[config.mk]
export PLATFORM = sky130hd
export DESIGN_NAME = component_bitstream_packer
export DESIGN_NICKNAME = d
export VERILOG_FILES = /design/src/rtl/component_bitstream_packer.sv
export SDC_FILE = /design/constraint.sdc
export NUM_CORES = 1
export LEC_CHECK = 0
export CAP_MARGIN = 25
export CELL_PAD_IN_SITES_DETAIL_PLACEMENT = 0
export CELL_PAD_IN_SITES_GLOBAL_PLACEMENT = 2
export CORE_ASPECT_RATIO = 1.5
export CORE_MARGIN = 2
export CORE_UTILIZATION = 29
export DETAILED_ROUTE_END_ITERATION = 8
export PLACE_DENSITY = 0.81
export SYNTH_ARGS = -nofsm -noshare
export SYNTH_HDL_FRONTEND = slang
export SYNTH_SLANG_ARGS = --single-unit
[constraint.sdc]
create_clock -name clock -period 4.8 [get_ports clock]
set_input_delay 0.72 -clock clock [delete_from_list [all_inputs] [get_ports clock]]
set_output_delay 0.72 -clock clock [all_outputs]
set_load 0.01 [all_outputs]
[src/rtl/component_bitstream_packer.sv]
// Packs variable-length MSB-first codewords into 32-bit big-endian words for slice memory,
// padding to a byte boundary on flush and tracking the number of bytes emitted.
module component_bitstream_packer #(
    parameter int MAX_BITS = 32,
    parameter int ADDR_W   = 16
) (
    input  logic              clock,
    input  logic              component_reset_n,
    input  logic              sb_enable,
    input  logic [63:0]       sb_val,
    input  logic [63:0]       sb_size_of_bit,
    input  logic              sb_flush,
    output logic              out_valid,
    output logic [31:0]       out_data,
    output logic [3:0]        out_byte_en,
    output logic [ADDR_W-1:0] out_addr,
    output logic [31:0]       byte_count,
    output logic              flush_done,
    output logic              size_error
);

    typedef enum logic {RUN = 1'b0, FLUSH_TAIL = 1'b1} state_t;

    state_t            state_r, state_s;
    logic [63:0]       acc_r, acc_s, acc_a_s, val_s;
    logic [6:0]        fill_r, fill_s, fill_a_s, n_s, p_s;
    logic              over_s, emit_s, done_s, err_s;
    logic [3:0]        be_s;
    logic [31:0]       data_s;
    logic [ADDR_W-1:0] next_addr_r;
    logic              out_valid_r, flush_done_r, size_error_r;
    logic [31:0]       out_data_r, byte_count_r;
    logic [3:0]        out_byte_en_r;
    logic [ADDR_W-1:0] out_addr_r;

    function automatic logic [3:0] byte_mask(input logic [6:0] bits);
        logic [3:0] m;
        case (bits[5:3])
            3'd1:    m = 4'b1000;
            3'd2:    m = 4'b1100;
            3'd3:    m = 4'b1110;
            3'd4:    m = 4'b1111;
            default: m = 4'b0000;
        endcase
        return m;
    endfunction

    function automatic logic [2:0] popcount4(input logic [3:0] v);
        return {2'b00, v[0]} + {2'b00, v[1]} + {2'b00, v[2]} + {2'b00, v[3]};
    endfunction

    // Append the current beat below the valid bits and compute the byte-padded length.
    always_comb begin
        over_s   = (sb_size_of_bit > 64'(MAX_BITS));
        n_s      = over_s ? 7'(MAX_BITS) : sb_size_of_bit[6:0];
        val_s    = sb_val & ((64'd1 << n_s) - 64'd1);
        if (sb_enable && (state_r == RUN)) begin
            acc_a_s  = acc_r | (val_s << (7'd64 - fill_r - n_s));
            fill_a_s = fill_r + n_s;
        end else begin
            acc_a_s  = acc_r;
            fill_a_s = fill_r;
        end
        p_s = (fill_a_s + 7'd7) & 7'b1111000;
    end

    // Next-state, emission and error decisions.
    always_comb begin
        state_s = state_r;
        acc_s   = acc_r;
        fill_s  = fill_r;
        emit_s  = 1'b0;
        be_s    = 4'h0;
        data_s  = acc_a_s[63:32];
        done_s  = 1'b0;
        err_s   = size_error_r;
        case (state_r)
            RUN: begin
                if (sb_enable && over_s) begin
                    err_s = 1'b1;
                end else begin
                    err_s = size_error_r;
                end
                if (sb_flush) begin
                    if (p_s > 7'd32) begin
                        emit_s  = 1'b1;
                        be_s    = 4'hF;
                        acc_s   = acc_a_s << 32;
                        fill_s  = p_s - 7'd32;
                        state_s = FLUSH_TAIL;
                    end else begin
                        emit_s = (p_s != 7'd0);
                        be_s   = byte_mask(p_s);
                        done_s = 1'b1;
                        acc_s  = 64'd0;
                        fill_s = 7'd0;
                    end
                end else if (fill_a_s >= 7'd32) begin
                    emit_s = 1'b1;
                    be_s   = 4'hF;
                    acc_s  = acc_a_s << 32;
                    fill_s = fill_a_s - 7'd32;
                end else begin
                    acc_s  = acc_a_s;
                    fill_s = fill_a_s;
                end
            end
            FLUSH_TAIL: begin
                // fill holds the byte-aligned remainder; padding bits are already zero
                emit_s  = 1'b1;
                be_s    = byte_mask(fill_r);
                done_s  = 1'b1;
                acc_s   = 64'd0;
                fill_s  = 7'd0;
                state_s = RUN;
                if (sb_enable) begin
                    err_s = 1'b1;
                end else begin
                    err_s = size_error_r;
                end
            end
            default: begin
                state_s = RUN;
                acc_s   = 64'd0;
                fill_s  = 7'd0;
            end
        endcase
    end

    // State, accumulator and registered outputs.
    always_ff @(posedge clock or negedge component_reset_n) begin
        if (!component_reset_n) begin
            state_r       <= RUN;
            acc_r         <= 64'd0;
            fill_r        <= 7'd0;
            next_addr_r   <= '0;
            out_valid_r   <= 1'b0;
            out_data_r    <= 32'd0;
            out_byte_en_r <= 4'h0;
            out_addr_r    <= '0;
            byte_count_r  <= 32'd0;
            flush_done_r  <= 1'b0;
            size_error_r  <= 1'b0;
        end else begin
            state_r       <= state_s;
            acc_r         <= acc_s;
            fill_r        <= fill_s;
            out_valid_r   <= emit_s;
            flush_done_r  <= done_s;
            size_error_r  <= err_s;
            out_byte_en_r <= emit_s ? be_s : 4'h0;
            if (emit_s) begin
                out_data_r   <= data_s;
                out_addr_r   <= next_addr_r;
                next_addr_r  <= next_addr_r + 1'b1;
                byte_count_r <= byte_count_r + {29'd0, popcount4(be_s)};
            end else begin
                out_data_r   <= out_data_r;
                out_addr_r   <= out_addr_r;
                next_addr_r  <= next_addr_r;
                byte_count_r <= byte_count_r;
            end
        end
    end

    assign out_valid   = out_valid_r;
    assign out_data    = out_data_r;
    assign out_byte_en = out_byte_en_r;
    assign out_addr    = out_addr_r;
    assign byte_count  = byte_count_r;
    assign flush_done  = flush_done_r;
    assign size_error  = size_error_r;

endmodule

==> results of run 1 <==
layout make-up:
class                           instances  area, sq um
Clock buffer                           18          429
Multi-Input combinational cell       1439        10800
Inverter                               42          176
Fill cell                            4573        24500
Tap cell                              600          751
Timing Repair Buffer                  750         6440
Clock inverter                         14          175
Sequential cell                       175         4380
cells in the final DEF (no fill, tap or decap), drive strengths merged, types with 14 or more instances in the layout:
| cell type | n |
|---|---|
| buf | 583 |
| nor2 | 212 |
| nand2 | 211 |
| dfrtp | 175 |
| clkdlybuf4s50 | 142 |
| a21oi | 138 |
| o21ai | 97 |
| nor3 | 77 |
| nand3 | 74 |
| inv | 43 |
| a211oi | 42 |
| xnor2 | 39 |
| nand4 | 38 |
| nor4 | 34 |
| o211ai | 33 |
| mux2i | 29 |
| a31oi | 29 |
| o31ai | 29 |
| and3 | 25 |
| o22ai | 24 |
| clkbuf | 21 |
| ha | 21 |
| xor2 | 20 |
| nor2b | 14 |
layer usage:
metal  track usage  share of wire
met5             0              0
met4         0.160          0.076
met3        0.0270          0.043
met2         0.474           0.51
met1         0.290           0.37
cells in the mapped netlist (all sizes together) (8+ instances only):
| master | number | area (sq um) |
|---|---|---|
| xor2 | 20 | 175 |
| mux2i | 29 | 303 |
| and2 | 13 | 81.3 |
| a21o | 11 | 82.6 |
| o22ai | 24 | 164 |
| nor3 | 77 | 390 |
| dfrtp | 175 | 4380 |
| a211oi | 42 | 330 |
| o311ai | 12 | 113 |
| xnor2 | 39 | 342 |
| or4 | 8 | 71.3 |
| nand2b | 12 | 75.1 |
| clkbuf | 89 | 334 |
| a21oi | 138 | 698 |
| a221oi | 12 | 136 |
| nand2 | 211 | 797 |
| and4 | 9 | 78.8 |
| nor4 | 34 | 250 |
| and3 | 25 | 161 |
| inv | 37 | 139 |
| or3 | 13 | 81.3 |
| nand3 | 74 | 370 |
| or2 | 12 | 75.1 |
| o21a | 13 | 97.6 |
| nor2b | 14 | 87.6 |
| nand4 | 38 | 238 |
| o211ai | 33 | 253 |
| buf | 41 | 214 |
| a31oi | 29 | 188 |
| nor2 | 212 | 798 |
| mux4 | 12 | 270 |
| o21ai | 97 | 516 |
| o2111ai | 9 | 78.8 |
| ha | 21 | 263 |
| o31ai | 29 | 250 |
worst max-delay path: cells and delay by family:
kind	cells	cell delay (ns)
buffers and inverters	6	0.53
and+or+nand+nor	10	1.86
xor gates and xnor gates	1	0.16
adders and majority gates	6	1.60
AOI/OAI and AO/OA	7	1.03
stage by stage:
step | std cells | area (sq um) | setup slack [ns] | total power (uW) | util
final | 3038 | 23200 | -0.751 | 12100 | 0.486
after global placement | 2949 | 20500 | -1.62 | 9260 | 0.430
after floorplan | 1786 | 14600 | -1.58 | 5790 | -
after global routing | 3038 | 23200 | -0.988 | 12800 | 0.486
after detailed placement | 2949 | 20500 | -1.80 | 9350 | 0.430
after CTS | 3000 | 21500 | -0.710 | 11100 | 0.450
cells by family (layout without fill, tap and decap cells):
family,count (synthesis),after routing,share of synthesized area
compound gates,538,538,0.266
xor+xnor,59,59,0.0368
fa+ha+maj,26,26,0.0258
buf+inv,172,824,0.0503
flops,175,175,0.312
mux,46,46,0.0448
simple gates,770,770,0.264
registers in the layout, indices dropped and copies added, names as in the netlist:
| register | cells |
|---|---|
| out_data | 32 |
| out_byte_en | 4 |
| flush_done | 1 |
| fill_r | 7 |
| out_valid | 1 |
| out_addr | 16 |
| next_addr_r | 16 |
| acc_r | 64 |
| byte_count | 32 |
| state_r | 1 |
| size_error | 1 |
timing repair:
action	CTS	global route
pin swaps	54	104
resized for setup	249	295
setup buffers	19	44
endpoints found under the setup margin	162	129
gates cloned	0	2
power groups by stage:
stage / clock network, uW / registers (uW) / logic [uW]
CTS: 1450 / 2110 / 7580
finish: 1410 / 2110 / 8560
floorplan: 0 / 2130 / 3660
global placement: 0 / 2120 / 7140
detailed placement: 0 / 2130 / 7220
global route: 1510 / 2160 / 9100
worst paths after layout:
path	from	endpoint	slack, ns	cells after the start
max	sb_size_of_bit[1]	byte_count[28]	-0.75	30
min	component_reset_n	out_data[28]	0.08	1
max reg2reg	fill_r[0]	byte_count[28]	0.28	20
min reg2reg	size_error	size_error	0.47	1
max in group asynchronous	component_reset_n	byte_count[23]	3.54	3
min in group clock	size_error	size_error	0.47	1
==> summary.md, run 1 <==
| Metric | Value |
|---|---|
| TritonRoute pass-1 iters | 5 |
| #FFs+latches synth | 175 |
| Slew HR | 0.329 |
| Routed wire length per instance | 22.3 microns |
| PwrDens | 521 mW/mm^2 |
| CP endpoint kind | flop |
| Failing checks | negative setup slack |
| Leak pwr | 0.00985 uW |
| Crit Path Max Fanout | 4 |
| Critical path's most frequent cell | inv_2 |
| Hold_buf cts | 0 |
| Register share of total power | 0.175 |
| Dominant synthesized flop cell | dfrtp_1 |
| Worst path required time | 5.17 ns |
| Worst setup path class | input port to flop |
| RSZ-0062 raised after global routing | yes |
| Tot GR Track Use | 0.261 |
| Final #Nets | 2,583 |
| Die Wd | 184 microns |
| Vias per Instance | 5.66 |
| Sequential area share after synthesis | 0.312 |
| First-pass GRT wire length | 101,000 microns |
| # port buffers | 202 |
| Tmin final | 5.55 ns |
| Drt drc | 0 |
| Switching pwr | 5520 uW |
| H-tree levels | 4 |
| Outcome | complete, but fails checks |
| Area Overhead vs Synth | 65.2% |
| Worst skew pair latency | 0.45 ns |
| Initial DRC count | 971 |
| Setup TNS | -18.09 ns |
| Dpl hpwl | 53,900 microns |
| Max_cap viols | 0 |
| Die area | 0.0502 sq mm |
| CP max stage cell | fa_1 |
| Startpoint types | input port |
| Hold_ws | 0.0816 ns |
| Part of the power in combinational logic | 0.709 |
| Syn Inst Count | 1,786 |
| Pint | 6560 uW |
| Initial antenna violation count | 0 |
| Fin. max-slew vios | 0 |
| Post-synth ARST share | 1.00 |
| Fmax | 180 MHz |
| Clock root cell | clkbuf_16 |
| Net Sw Frac | 0.457 |
| Inserted Diodes | 0 |
| FP Rows | 98 |
| Syn Nets | 1,944 |
| Critical path's largest stage delay | 0.54 ns |
| Die H | 273 microns |
| Post-synthesis cell type count | 99 |
| Via Count | 17,200 |
| Number of CTS-inserted buffers | 17 |
| CTS tree | yes |
| Final setup vio count | 32 |
| Final hold violation count | 0 |
| Worst Max-Slew Pin Slew | 0.993 ns |
| Clock sink total | 175 |
| Setup Skew | 0.0159 ns |
| GP Congestion | 1.01 |
| Setup ws final | -0.751 ns |
| Clk slew on worst S/H paths | 0.08 ns |
| Initial core utilization | 0.294 |
| Routed WL | 67,800 microns |
| Share of layout cells above drive strength 1 | 0.395 |
| Post-Syn Area | 0.0140 sq mm |
| ANT nets after route | 0 |
| CTS max path bufs | 2 |
| GRT Residual Overflow | 0 |
| Clock share of power | 0.117 |
| Ys Warns | 0 |
| Post-route clock period utilization | 1.16 |
| Worst hold path type | input port to async pin |
| Vias in the first global route | 16,900 |
| CORE AREA | 0.0477 sq mm |
| CP Data Arrival Time | 5.92 ns |
| Ports | 219 |
| EDFF count, synth | 0 |
| Largest net degree at the start of global routing | 101 |
| Synthesized area per cell | 7.86 sq um |
| Max VDD drop | 0.318 mV |
(Power assumes the default switching activity.)
==> run 2: changes to the inputs <==
--- a/config.mk
+++ b/config.mk
@@ -16,3 +16,4 @@
 export SYNTH_ARGS = -nofsm -noshare
 export SYNTH_HDL_FRONTEND = slang
 export SYNTH_SLANG_ARGS = --single-unit
+export TNS_END_PERCENT = 50
==> run 2 against run 1 <==
Compared with the run above:
- the run still ends with negative setup slack left
- clock power is essentially flat
- cell count fell by 0.13%
- sequential share of layout area down 0.46 points
- global-route usage up 0.30 points
- combinational power is 4.6% higher
- sequential cell count unchanged
- fmax rose by 0.91%
- largest cell class unchanged
- highest routed layer unchanged
==> summary.md, run 2 (synthesized netlist as in run 1, its figures left out) <==
| Metric | Value |
|---|---|
| Initial core utilization | 0.294 (unchanged) |
| GRT Residual Overflow | 0 (unchanged) |
| Biggest register | acc_r |
| Multi-input gate area | 0.0111 sq mm (+2.7%) |
| H-tree levels | 4 (unchanged) |
| Setup ws final | -0.701 ns (+0.0499 ns) |
| Inserted Diodes | 0 (unchanged) |
| CTS max path bufs | 2 (unchanged) |
| Routed wire length per instance | 23.0 microns (+3.3%) |
| Fmax | 182 MHz (+0.91%) |
| Worst hold path type | input port to async pin |
| Max VDD drop | 0.316 mV (-0.54%) |
| Area Overhead vs Synth | 69.4% |
| Fin. max-slew vios | 0 (unchanged) |
| Setup TNS | -18.99 ns (-0.894 ns) |
| TritonRoute pass-1 iters | 5 (unchanged) |
| Via Count | 17,300 (+0.82%) |
| FP Rows | 98 (unchanged) |
| Worst Max-Slew Pin Slew | 0.915 ns (-0.0777 ns) |
| FF/Latch Area | 0.00438 sq mm (unchanged) |
| CP Data Arrival Time | 5.88 ns (-0.04 ns) |
| Worst R2R End | byte_count[20] |
| Share of layout cells above drive strength 1 | 0.414 (+0.0187) |
| Failing checks | negative setup slack |
| CP max stage cell | fa_1 |
| Number of CTS-inserted buffers | 17 (unchanged) |
| Initial antenna violation count | 0 (unchanged) |
| Worst r2r src | fill_r[0] |
| Fin cells | 3,034 (-0.13%) |
| Vias per Instance | 5.72 (+0.95%) |
| R2R depth | 21 (+5.0%) |
| Final #Nets | 2,579 (-0.15%) |
| Setup Skew | 0.0165 ns (+0.000578 ns) |
| Die H | 273 microns (unchanged) |
| Worst skew pair latency | 0.45 ns (about the same) |
| Placed instance count | 2,926 (-0.78%) |
| Die area | 0.0502 sq mm (unchanged) |
| Outcome | complete, but fails checks |
| First-pass GRT wire length | 102,000 microns (+1.1%) |
| R2R Setup Slk | 0.22 ns (-0.06 ns) |
| GP Congestion | 1.05 (+3.4%) |
| CORE AREA | 0.0477 sq mm (unchanged) |
| # port buffers | 202 (unchanged) |
| Leak pwr | 0.0101 uW (+2.1%) |
| Vias in the first global route | 17,000 (+0.094%) |
| Dpl hpwl | 53,400 microns (-0.84%) |
| Startpoint types | input port |
| FILL cells | 4,512 (-1.3%) |
| Max_cap viols | 0 (unchanged) |
| Max reg flops | 64 (unchanged) |
| Largest net degree at the start of global routing | 103 (+2.0%) |
| Final hold violation count | 0 (unchanged) |
| Commonest non-fill, non-tap cell in the layout | buf_4 |
| Tmin final | 5.50 ns (-0.0499 ns) |
| Worst path required time | 5.18 ns (about the same) |
| Die Wd | 184 microns (unchanged) |
| ANT nets after route | 0 (unchanged) |
| PwrDens | 524 mW/mm^2 (+0.69%) |
| RSZ-0062 raised after global routing | yes |
| CP endpoint kind | flop |
| Crit Path Max Fanout | 6 (+2) |
| Tot GR Track Use | 0.264 (+0.00302) |
| Slew HR | 0.382 (+0.0527) |
| CTS tree | yes |
| Ports | 219 (unchanged) |
| Routed WL | 69,900 microns (+3.2%) |
| Critical path's largest stage delay | 0.50 ns (-0.04 ns) |
| Clk slew on worst S/H paths | 0.08 ns (about the same) |
| Post-route clock period utilization | 1.15 (-0.0104) |
| Clock root cell | clkbuf_16 |
| Initial DRC count | 1,125 (+16%) |
| Drt drc | 0 (unchanged) |
| Commonest cells after routing, fill and taps aside | 458 x buf_4, 175 x dfrtp_1, 173 x nand2_1 |
| Clock sink total | 175 (unchanged) |
| Worst setup path class | input port to flop |
| Final setup vio count | 45 (+41%) |
[run 2: cell types whose count changed in the layout (fill, tap and decap cells not counted), moves of 9 or more]
cell | previous run | this run
buf_4 | 495 | 458
nor2_2 | 17 | 28
a21oi_2 | 20 | 33
o21ai_1 | 29 | 20
nor2_1 | 183 | 172
clkbuf_2 | 1 | 13
a21oi_1 | 117 | 103
[run 2: power by group]
| group | internal (uW) | switching, uW | leakage, uW |
|---|---|---|---|
| sequential | 1830 | 297 | 0.00232 |
| combinational | 4140 | 4810 | 0.00746 |
| clock | 699 | 690 | 0.000287 |
| total | 6670 | 5800 | 0.0101 |
[run 2: area by class of cell]
| cell class | instances | share of cell area |
|---|---|---|
| Clock inverter | 15 | 0.00711 |
| Sequential cell | 175 | 0.184 |
| Multi-Input combinational cell | 1440 | 0.468 |
| Tap cell | 600 | 0.0316 |
| Clock buffer | 17 | 0.0179 |
| Inverter | 42 | 0.00768 |
| Timing Repair Buffer | 745 | 0.283 |
[run 2: timing repair]
action | 4_1_cts | 5_1_grt
hold buffers | 0 | 0
pin swaps | 83 | 101
endpoints found under the setup margin | 163 | 155
cloned | 4 | 9
gates resized for setup | 308 | 345
buffers inserted | 31 | 38
[run 2: worst max-delay path by stage]
stage                                 to  depth (start not counted)          startpoint
after CTS                 byte_count[26]                         29  sb_size_of_bit[28]
final                     byte_count[20]                         26  sb_size_of_bit[46]
after global routing      byte_count[20]                         31  sb_size_of_bit[27]
after detailed placement  byte_count[14]                         25  sb_size_of_bit[56]
after floorplan            byte_count[5]                         33  sb_size_of_bit[48]
after global placement    byte_count[20]                         28  sb_size_of_bit[37]
[run 2: metal layers]
metal,up-vias,wire length (microns),track usage
met4,0,5200,0.181
met2,690,35900,0.470
li1,7948,-,-
met5,-,0,0
met3,243,3190,0.0291
met1,8464,25600,0.293
[run 2: critical path, delay by kind of cell]
kind / cells / cell delay (ns)
buffers and inverters: 5 / 0.68
xor gates and xnor gates: 1 / 0.12
adders and majority gates: 4 / 1.55
AOI/OAI and AO/OA: 6 / 1.04
and+or+nand+nor: 10 / 1.76
[run 2: metrics by stage]
step | setup WS [ns] | area (sq um) | hold slack (ns) | util | total power (uW)
floorplan | -1.58 | 14300 | 0.424 | - | 5600
global placement | -1.64 | 20200 | 0.455 | 0.424 | 8890
detailed placement | -1.86 | 20200 | 0.454 | 0.424 | 8960
CTS | -0.736 | 21800 | 0.429 | 0.458 | 11000
global route | -0.978 | 23800 | 0.0328 | 0.498 | 13100
finish | -0.701 | 23800 | 0.0434 | 0.498 | 12500
